===== src/rtl/hssthp_refclk_ctrl.sv =====
// Reference-clock supervisor for up to four HSSTHP refclk buffers.
// Per channel: sequences COM_POWERDOWN, measures the toggled refclk against
// the free-running clock over a shared window, and reports lock / loss.
`timescale 1ns/1ps
module hssthp_refclk_ctrl #(
    parameter int NUM_REFCLK     = 1,
    parameter int WINDOW_CYCLES  = 1000,
    parameter int EXP_CNT        = 781,
    parameter int TOL            = 8,
    parameter int CNT_W          = 16,
    parameter int PD_HOLD_CYCLES = 256,
    parameter int GOOD_WINDOWS   = 4,
    parameter int RETRY_WINDOWS  = 16
) (
    input  logic                        i_free_clk,
    input  logic                        i_rst,
    input  logic [NUM_REFCLK-1:0]       i_refclk_tgl,
    input  logic [NUM_REFCLK-1:0]       i_pd_req,
    output logic [NUM_REFCLK-1:0]       o_com_powerdown,
    output logic [NUM_REFCLK-1:0]       o_refclk_ok,
    output logic [NUM_REFCLK-1:0]       o_refclk_lost,
    output logic [NUM_REFCLK*CNT_W-1:0] o_freq_cnt,
    output logic [NUM_REFCLK*4-1:0]     o_retry_cnt
);
    localparam int WIN_W  = $clog2(WINDOW_CYCLES);
    localparam int HOLD_W = $clog2(PD_HOLD_CYCLES + 1);
    localparam int GOOD_W = $clog2(GOOD_WINDOWS + 1);
    localparam int RTRY_W = $clog2(RETRY_WINDOWS + 1);
    // Tolerance band evaluated in a wide signed domain so the lower bound can clamp at 0
    localparam logic signed [63:0] LO_BOUND = (EXP_CNT > TOL) ? 64'(EXP_CNT - TOL) : 64'sd0;
    localparam logic signed [63:0] HI_BOUND = 64'(EXP_CNT) + 64'(TOL);

    typedef enum logic [1:0] {ST_PD, ST_WAIT_CLK, ST_LOCKED} state_t;

    logic [WIN_W-1:0]      r_win_cnt;
    logic                  w_tick;
    logic [NUM_REFCLK-1:0] r_sync1;
    logic [NUM_REFCLK-1:0] r_sync2;
    logic [NUM_REFCLK-1:0] r_sync3;
    logic [NUM_REFCLK-1:0] w_edge;

    assign w_tick = (r_win_cnt == WIN_W'(WINDOW_CYCLES - 1));
    assign w_edge = r_sync2 ^ r_sync3;

    // Shared measurement window timer, wraps after WINDOW_CYCLES cycles
    always_ff @(posedge i_free_clk or posedge i_rst) begin
        if (i_rst)       r_win_cnt <= '0;
        else if (w_tick) r_win_cnt <= '0;
        else             r_win_cnt <= r_win_cnt + 1'b1;
    end

    // Three-flop synchroniser for the asynchronous refclk toggles
    always_ff @(posedge i_free_clk or posedge i_rst) begin
        if (i_rst) begin
            r_sync1 <= '0;
            r_sync2 <= '0;
            r_sync3 <= '0;
        end else begin
            r_sync1 <= i_refclk_tgl;
            r_sync2 <= r_sync1;
            r_sync3 <= r_sync2;
        end
    end

    genvar k;
    generate
        for (k = 0; k < NUM_REFCLK; k++) begin : g_ch
            logic [CNT_W-1:0]   r_edge_cnt;
            logic [CNT_W-1:0]   r_freq;
            logic [CNT_W-1:0]   w_cnt_inc;
            logic signed [63:0] w_cnt_ext;
            logic               w_good;
            state_t             r_state;
            logic [HOLD_W-1:0]  r_hold;
            logic [GOOD_W-1:0]  r_good;
            logic [RTRY_W-1:0]  r_wins;
            logic               r_discard;
            logic               r_pd;
            logic               r_ok;
            logic               r_lost;
            logic [3:0]         r_retry;

            // Count including this cycle's edge, saturating at all ones
            assign w_cnt_inc = (&r_edge_cnt) ? r_edge_cnt : r_edge_cnt + CNT_W'(w_edge[k]);
            assign w_cnt_ext = $signed(64'(w_cnt_inc));
            assign w_good    = (w_cnt_ext >= LO_BOUND) && (w_cnt_ext <= HI_BOUND);

            assign o_com_powerdown[k]          = r_pd;
            assign o_refclk_ok[k]              = r_ok;
            assign o_refclk_lost[k]            = r_lost;
            assign o_freq_cnt[k*CNT_W +: CNT_W] = r_freq;
            assign o_retry_cnt[k*4 +: 4]       = r_retry;

            // Edge accumulation; the completed window count is latched on each tick
            always_ff @(posedge i_free_clk or posedge i_rst) begin
                if (i_rst) begin
                    r_edge_cnt <= '0;
                    r_freq     <= '0;
                end else if (w_tick) begin
                    r_freq     <= w_cnt_inc;
                    r_edge_cnt <= '0;
                end else begin
                    r_edge_cnt <= w_cnt_inc;
                end
            end

            // Power-down / lock supervisor with registered outputs; i_pd_req overrides everything
            always_ff @(posedge i_free_clk or posedge i_rst) begin
                if (i_rst) begin
                    r_state   <= ST_PD;
                    r_hold    <= '0;
                    r_good    <= '0;
                    r_wins    <= '0;
                    r_discard <= 1'b1;
                    r_pd      <= 1'b1;
                    r_ok      <= 1'b0;
                    r_lost    <= 1'b0;
                    r_retry   <= 4'd0;
                end else begin
                    r_lost <= 1'b0;
                    if (i_pd_req[k]) begin
                        r_state <= ST_PD;
                        r_hold  <= '0;
                        r_pd    <= 1'b1;
                        r_ok    <= 1'b0;
                    end else begin
                        case (r_state)
                            ST_PD: begin
                                r_pd <= 1'b1;
                                if (r_hold == HOLD_W'(PD_HOLD_CYCLES - 1)) begin
                                    r_state   <= ST_WAIT_CLK;
                                    r_pd      <= 1'b0;
                                    r_hold    <= '0;
                                    r_discard <= 1'b1;
                                    r_good    <= '0;
                                    r_wins    <= '0;
                                end else begin
                                    r_hold <= r_hold + 1'b1;
                                end
                            end
                            ST_WAIT_CLK: begin
                                if (w_tick) begin
                                    if (r_discard) begin
                                        // First window after entry is only partially observed
                                        r_discard <= 1'b0;
                                    end else if (w_good && (r_good == GOOD_W'(GOOD_WINDOWS - 1))) begin
                                        r_state <= ST_LOCKED;
                                        r_ok    <= 1'b1;
                                        r_good  <= '0;
                                        r_wins  <= '0;
                                    end else if (r_wins == RTRY_W'(RETRY_WINDOWS - 1)) begin
                                        r_state <= ST_PD;
                                        r_pd    <= 1'b1;
                                        r_hold  <= '0;
                                        if (r_retry != 4'hF) r_retry <= r_retry + 4'd1;
                                    end else begin
                                        r_wins <= r_wins + 1'b1;
                                        r_good <= w_good ? r_good + 1'b1 : '0;
                                    end
                                end
                            end
                            ST_LOCKED: begin
                                if (w_tick && !w_good) begin
                                    r_state   <= ST_WAIT_CLK;
                                    r_ok      <= 1'b0;
                                    r_lost    <= 1'b1;
                                    r_discard <= 1'b1;
                                    r_good    <= '0;
                                    r_wins    <= '0;
                                end
                            end
                            default: begin
                                r_state <= ST_PD;
                                r_pd    <= 1'b1;
                                r_ok    <= 1'b0;
                                r_hold  <= '0;
                            end
                        endcase
                    end
                end
            end
        end
    endgenerate
endmodule

===== config.mk =====
export PLATFORM = sky130hd
export DESIGN_NAME = hssthp_refclk_ctrl
export DESIGN_NICKNAME = d
export VERILOG_FILES = /design/src/rtl/hssthp_refclk_ctrl.sv
export SDC_FILE = /design/constraint.sdc
export NUM_CORES = 1
export LEC_CHECK = 0
export BUFFER_PORTS_ARGS = -buffer_cell sky130_fd_sc_hd__buf_2
export CAP_MARGIN = 20
export CORE_MARGIN = 5
export CORE_UTILIZATION = 60
export DETAILED_ROUTE_END_ITERATION = 6
export HOLD_SLACK_MARGIN = 0.08
export PLACE_DENSITY = 0.79
export SKIP_CTS_REPAIR_TIMING = 1
export SLEW_MARGIN = 0
export SYNTH_ARGS = -nofsm -noshare
export SYNTH_HDL_FRONTEND = slang
export SYNTH_SLANG_ARGS = --single-unit

===== constraint.sdc =====
create_clock -name i_free_clk -period 8.02 [get_ports i_free_clk]
set_input_delay 0.401 -clock i_free_clk [delete_from_list [all_inputs] [get_ports i_free_clk]]
set_output_delay 0.401 -clock i_free_clk [all_outputs]
set_load 0.03 [all_outputs]

Word-level counts from Yosys, hierarchy flattened
Cells that the tools add are included.

cells by class
  add/subtract/negate cells = 6
  multiply operators = 0
  divide/modulo/power cells = 0
  $lt $le $gt $ge = 2
  equality and inequality tests = 22
  shifts and indexed selects = 0
  mux-type cells = 53
  bitwise logic cells = 4
  reduce and logical (&&, ||, !) cells = 13

operator list
  cell                   count
  $mux 9                 6
  $mux 16                2
  $mux 5                 6
  $pmux 9 s3             1
  $ne 3x3->1 const B     8
  $mux 3                 7
  $reduce_and 5->1       4
  $mux 1                 17
  $add 16x1->16          1
  $ge 16x10->1 const B   1
  $le 16x10->1 const B   1
  $reduce_and 16->1      1
  $pmux 5 s3             1
  $mux 2                 7
  $reduce_and 7->1       2
  $ne 2x2->1 const B     6
  $add 10x1->10 const B  1
  $eq 10x10->1 const B   1
  $mux 10                1
  $add 9x1->9 const B    1
  $eq 9x8->1 const B     1
  $pmux 1 s3             3
  $pmux 3 s3             1
  $ne 4x4->1 const B     2
  other kinds (14)       18

storage, ports and cells
  bits in registers = 72
  latch bits = 0
  bits in writable memories = 0
  bits in read-only memories = 0
  input bits = 4
  output and inout bits = 23
  word-level logic and storage cells = 115
  memories = 0

Depth between registers and ports, before layout
  word-level depth = 11
  depth in mapped cells = 13

Worst setup path before layout
Ideal clock, no wire load.

  path kind = register -> register
  start point = reg r_sync3
  end point = reg g_ch[0].r_wins[0]
  setup time = 125 ps
  arrival = 3,166 ps
  data required time = 7,895 ps
  path slack = 4,729 ps
  cell stages (with the launch flop) = 14
  path buffers = 1
  path through = dfrtp_1 -> xor2_1 -> ha_1 -> ha_1 -> buf_2 -> and3b_1 -> o21bai_1 -> or4_1 -> a22o_1 -> nand4b_2 -> nor4_1 -> o41a_1 -> a211o_1 -> mux2_2

between the ends
  longest elaborated chain between the ends = 10
  elaborated cells on any way between the ends = 16
  classes of those cells = add/sub: 1; order compare: 2; eq/ne: 2; mux: 5; bitwise: 1; reduce/logical: 5

RTL lines
  item                                          line  text
  from (decl)                                   39    logic [NUM_REFCLK-1:0] r_sync3;
  from (signal assigned)                        61    r_sync3 <= r_sync2;
  $xor 1x1->1 *                                 43    assign w_edge = r_sync2 ^ r_sync3;
  $add 16x1->16 *                               84    assign w_cnt_inc = (&r_edge_cnt) ? r_edge_cnt : r_edge_cnt + CNT_W'(w_edge[k]);
  $mux 16 *                                     84
  $ge 16x10->1 or $le 16x10->1 (tied branches)  86    assign w_good = (w_cnt_ext >= LO_BOUND) && (w_cnt_ext <= HI_BOUND);
  $logic_and 1x1->1 *                           86
  $logic_and 1x1->1                             146   end else if (w_good && (r_good == GOOD_W'(GOOD_WINDOWS - 1))) begin
  $mux 5                                        146
  $mux 5                                        143   if (r_discard) begin
  $mux 5                                        142   if (w_tick) begin
  $pmux 5 s3                                    127   case (r_state)
  to (signal assigned)                          157   r_wins <= r_wins + 1'b1;
  to (decl)                                     76    logic [RTRY_W-1:0] r_wins;

Every way passes the cells marked *; elsewhere a longest branch is shown, timed or not. The select of a mux whose other input is x is not followed.
A chain may end at the register's enable or synchronous reset.

Worst setup path in the final report
Same ends and word-level chain as after synthesis.

==> results.md <==
* Status: finished clean
* Setup-failing EPs final at 0
* Multiplexer area fraction after synthesis at 0.01919
* Slowest stage delay, CP at 0.55 ns
* GRT overflow at 0
* Via/cell ratio at 6.255
* FILL cells at 521
* Worst Setup Start Kind: flip-flop
* Die width at 90.08 um
* Busiest grt layer: met2
* Synth top area share at 0.4553
* Avg WL per Cell at 16.51 um
* RSZ-0062 raised after global routing: no
* Reg2reg start: r_sync3$_DFF_PP0_
* Crit-path slowest cell: o31ai_1
* Top delay family on crit path: compound AO/OA/AOI/OAI gates
* Initial antenna violation count at 0
* Worst endpoint required time at 8.27 ns
* Combinational family with the most area after synthesis: simple AND/OR/NAND/NOR gates
* EDFF count, synth at 0
* FF-to-FF End: g_ch[0].r_wins[0]$_DFFE_PP0P_
* Crit path from: r_sync3$_DFF_PP0_
* Final GP Congestion at 0.9500
* Crit path to: g_ch[0].r_wins[0]$_DFFE_PP0P_
* Total Routing Usage GR at 0.2108
* Initial DRC count at 319
* Final core occ at 0.6689
* Met3 GRT Util at 0.05259
* Max Slew Vio Count at 0
* Post-route ant nets at 0
* Worst Hold Class: in -> reg
* CORE AREA at 6277 um2
* Cell Pwr Density at 200.8 nW/um2
* Drt pass-1 iters at 4
* Top cells by area, synth: dfrtp_1 (46%), nor2_1 (4.3%), nand2_1 (3.6%), nand3_1 (3.3%), o21ai_0 (3.1%)
* IR drop worst, VDD at 0.0001579 V
* CTS Buf Count at 9
* Max frequency at 270.4 MHz
* Finished Cell Area at 4199 um2
* Post-synth top area cell: dfrtp_1
* Input/output buffers at 26
* Worst Path Max Fanout at 9
* Met2 usage at 0.3116
* Register area share after synthesis at 0.4689
* Levels on crit path at 11
* Slew margin rel. at 0.4091
* CTS tree: yes
* DP Area at 4029 um2
* Most used DFF post-synth: dfrtp_1
* Post-Route WL at 8403 um
* Clk root buf: clkbuf_8
* Area of the mapped netlist at 3847 um2
* XOR/XNOR share of the synthesized area at 0.03870
* Synth Area in Simple Gates at 0.2683
* Period utilisation layout at 0.4612
* Setup CP Type: reg -> reg
* Worst-margin pin slew at 0.8864 ns
* Distinct cells, synth at 66
* Ys async rst share at 1.000
* Drc violations at 0
* Synth Area in Compound Gates at 0.1460
* Row Count at 29
* Mapped Avg Cell Area at 9.500 um2
* Mapped Cells at 405
* Static Leakage at 0.001964 uW
* Detailed-route via count at 3184
* TritonCTS Sinks at 72
* Worst-path cell chain: xor2_1 -> ha_1 -> ha_1 -> and4_1 -> nand2_1 -> o31ai_1 -> nand4b_2 -> nor4_1 -> o41a_1 -> a211o_1 -> mux2_2
* Area grow syn2layout at 9.138%
* Maxcap violations at 0
* Htree depth at 3
* Reg2reg setup slack at 4.32 ns
* CP most frequent cell: ha_1
* Worst clock skew at 0.01350 ns
* Die area at 8114 um2
* Share of layout cells above drive strength 1 at 0.1574
* Largest net degree at the start of global routing at 73
* Global-route wire length before repair at 14260 um
* I/O pins at 27
* Syn nets at 418
* Fin crit period at 3.699 ns
* Setup_tns at 0 ns
* Fin nets at 441
* Placed wire-length estimate at 5890 um
* N_diodes at 0
* Initial Util at 0.6129
* Synth Register Bits at 72
* CP Capture Type: flip-flop
* Vias in the first global route at 2929
* Clock-pin slew on the worst setup and hold paths at 0.08 ns
* Hold Vio Cnt, Final at 0
* Crit path DAT at 3.95 ns
* Crit path buf inv count at 0
* Syn. warnings at 0
* Post-synthesis adder-cell area fraction at 0.02927
* Clock Latency Late Sink at 0.36 ns
* Grt met1 use at 0.2951
* Reg2Reg Depth at 11
* DIE HEIGHT at 90.08 um
* Maximum root-to-sink buffer count at 2
power breakdown:
part,internal [uW],switching [uW],total (uW)
sequential,384,49.2,433
combinational,63.9,95.1,159
clock,112,139,251
layout make-up:
cell class	instances	area, um2	share of cell area
Sequential cell	72	1804	0.4297
Inverter	11	41.29	0.009833
Tap cell	77	96.34	0.02294
Clock inverter	6	46.29	0.01103
Clock buffer	9	123.9	0.02950
Timing Repair Buffer	29	152.6	0.03635
Multi-Input combinational cell	305	1934	0.4607
synth_stat cells (all sizes together), types with 3 or more instances:
master  count
nand3      25
a31oi       3
buf         5
a22o        6
a21oi       9
nand2b      5
nor2b       4
nor3       16
clkbuf     12
and3       18
o21ai      25
a211o       5
mux2i       4
xor2        7
nor2       45
nand2      37
nor4       10
ha          9
xnor2      10
a41oi       3
nand3b      5
o41ai       3
a31o        3
nand4       6
or2         5
mux2        3
nand4b      3
inv        11
a22oi       3
dfrtp      70
how the worst min path moves through the flow:
stage | from | to | slack, ns | depth (start not counted)
2_1_floorplan | r_sync1$_DFF_PP0_ | r_sync2$_DFF_PP0_ | 0.33 | 0
3_3_place_gp | r_sync1$_DFF_PP0_ | r_sync2$_DFF_PP0_ | 0.34 | 0
3_5_place_dp | r_sync1$_DFF_PP0_ | r_sync2$_DFF_PP0_ | 0.34 | 0
4_1_cts | i_refclk_tgl | r_sync1$_DFF_PP0_ | 0.14 | 1
5_1_grt | i_refclk_tgl | r_sync1$_DFF_PP0_ | 0.13 | 1
6_report | i_refclk_tgl | r_sync1$_DFF_PP0_ | 0.15 | 1
metrics by stage:
step	worst slack (ns)	power, uW	hold WS (ns)	instances
floorplan	4.729	558.1	0.3312	405
global placement	4.486	587.0	0.3358	494
detailed placement	4.351	595.7	0.3381	494
CTS	4.308	846.2	0.1372	509
global route	4.069	885.4	0.1307	509
finish	4.321	843.1	0.1462	509
metal layers:
| layer | vias up | routed length [um] |
|---|---|---|
| met3 | 24 | 510 |
| met5 | - | 0 |
| li1 | 1521 | - |
| met1 | 1526 | 3898 |
| met4 | 0 | 210 |
| met2 | 113 | 3784 |
cells in the final DEF, fill, tap and decap left out, types with 9 or more instances in the layout:
master	n
dfrtp_1	70
nor2_1	44
nand2_1	37
buf_2	26
nand3_1	25
o21ai_0	24
and3_1	18
nor3_1	16
inv_1	10
xnor2_1	10
ha_1	9
clkbuf_8	9
sequential cells by signal (all words and copies together) (netlist names):
signal / count
g_ch.r_edge_cnt: 16
o_freq_cnt: 16
r_win_cnt: 10
g_ch.r_hold: 9
g_ch.r_wins: 5
o_retry_cnt: 4
g_ch.r_good: 3
g_ch.r_state: 2
g_ch.r_discard: 1
o_com_powerdown: 1
o_refclk_lost: 1
o_refclk_ok: 1
r_sync1: 1
r_sync2: 1
r_sync3: 1
kinds of logic after synthesis:
family / after synthesis
simple gates: 193
fa+ha+maj: 9
buf+inv: 28
mux: 7
compound gates: 79
flops: 72
xor+xnor: 17
Note: power is estimated with default switching activity, not from simulation.
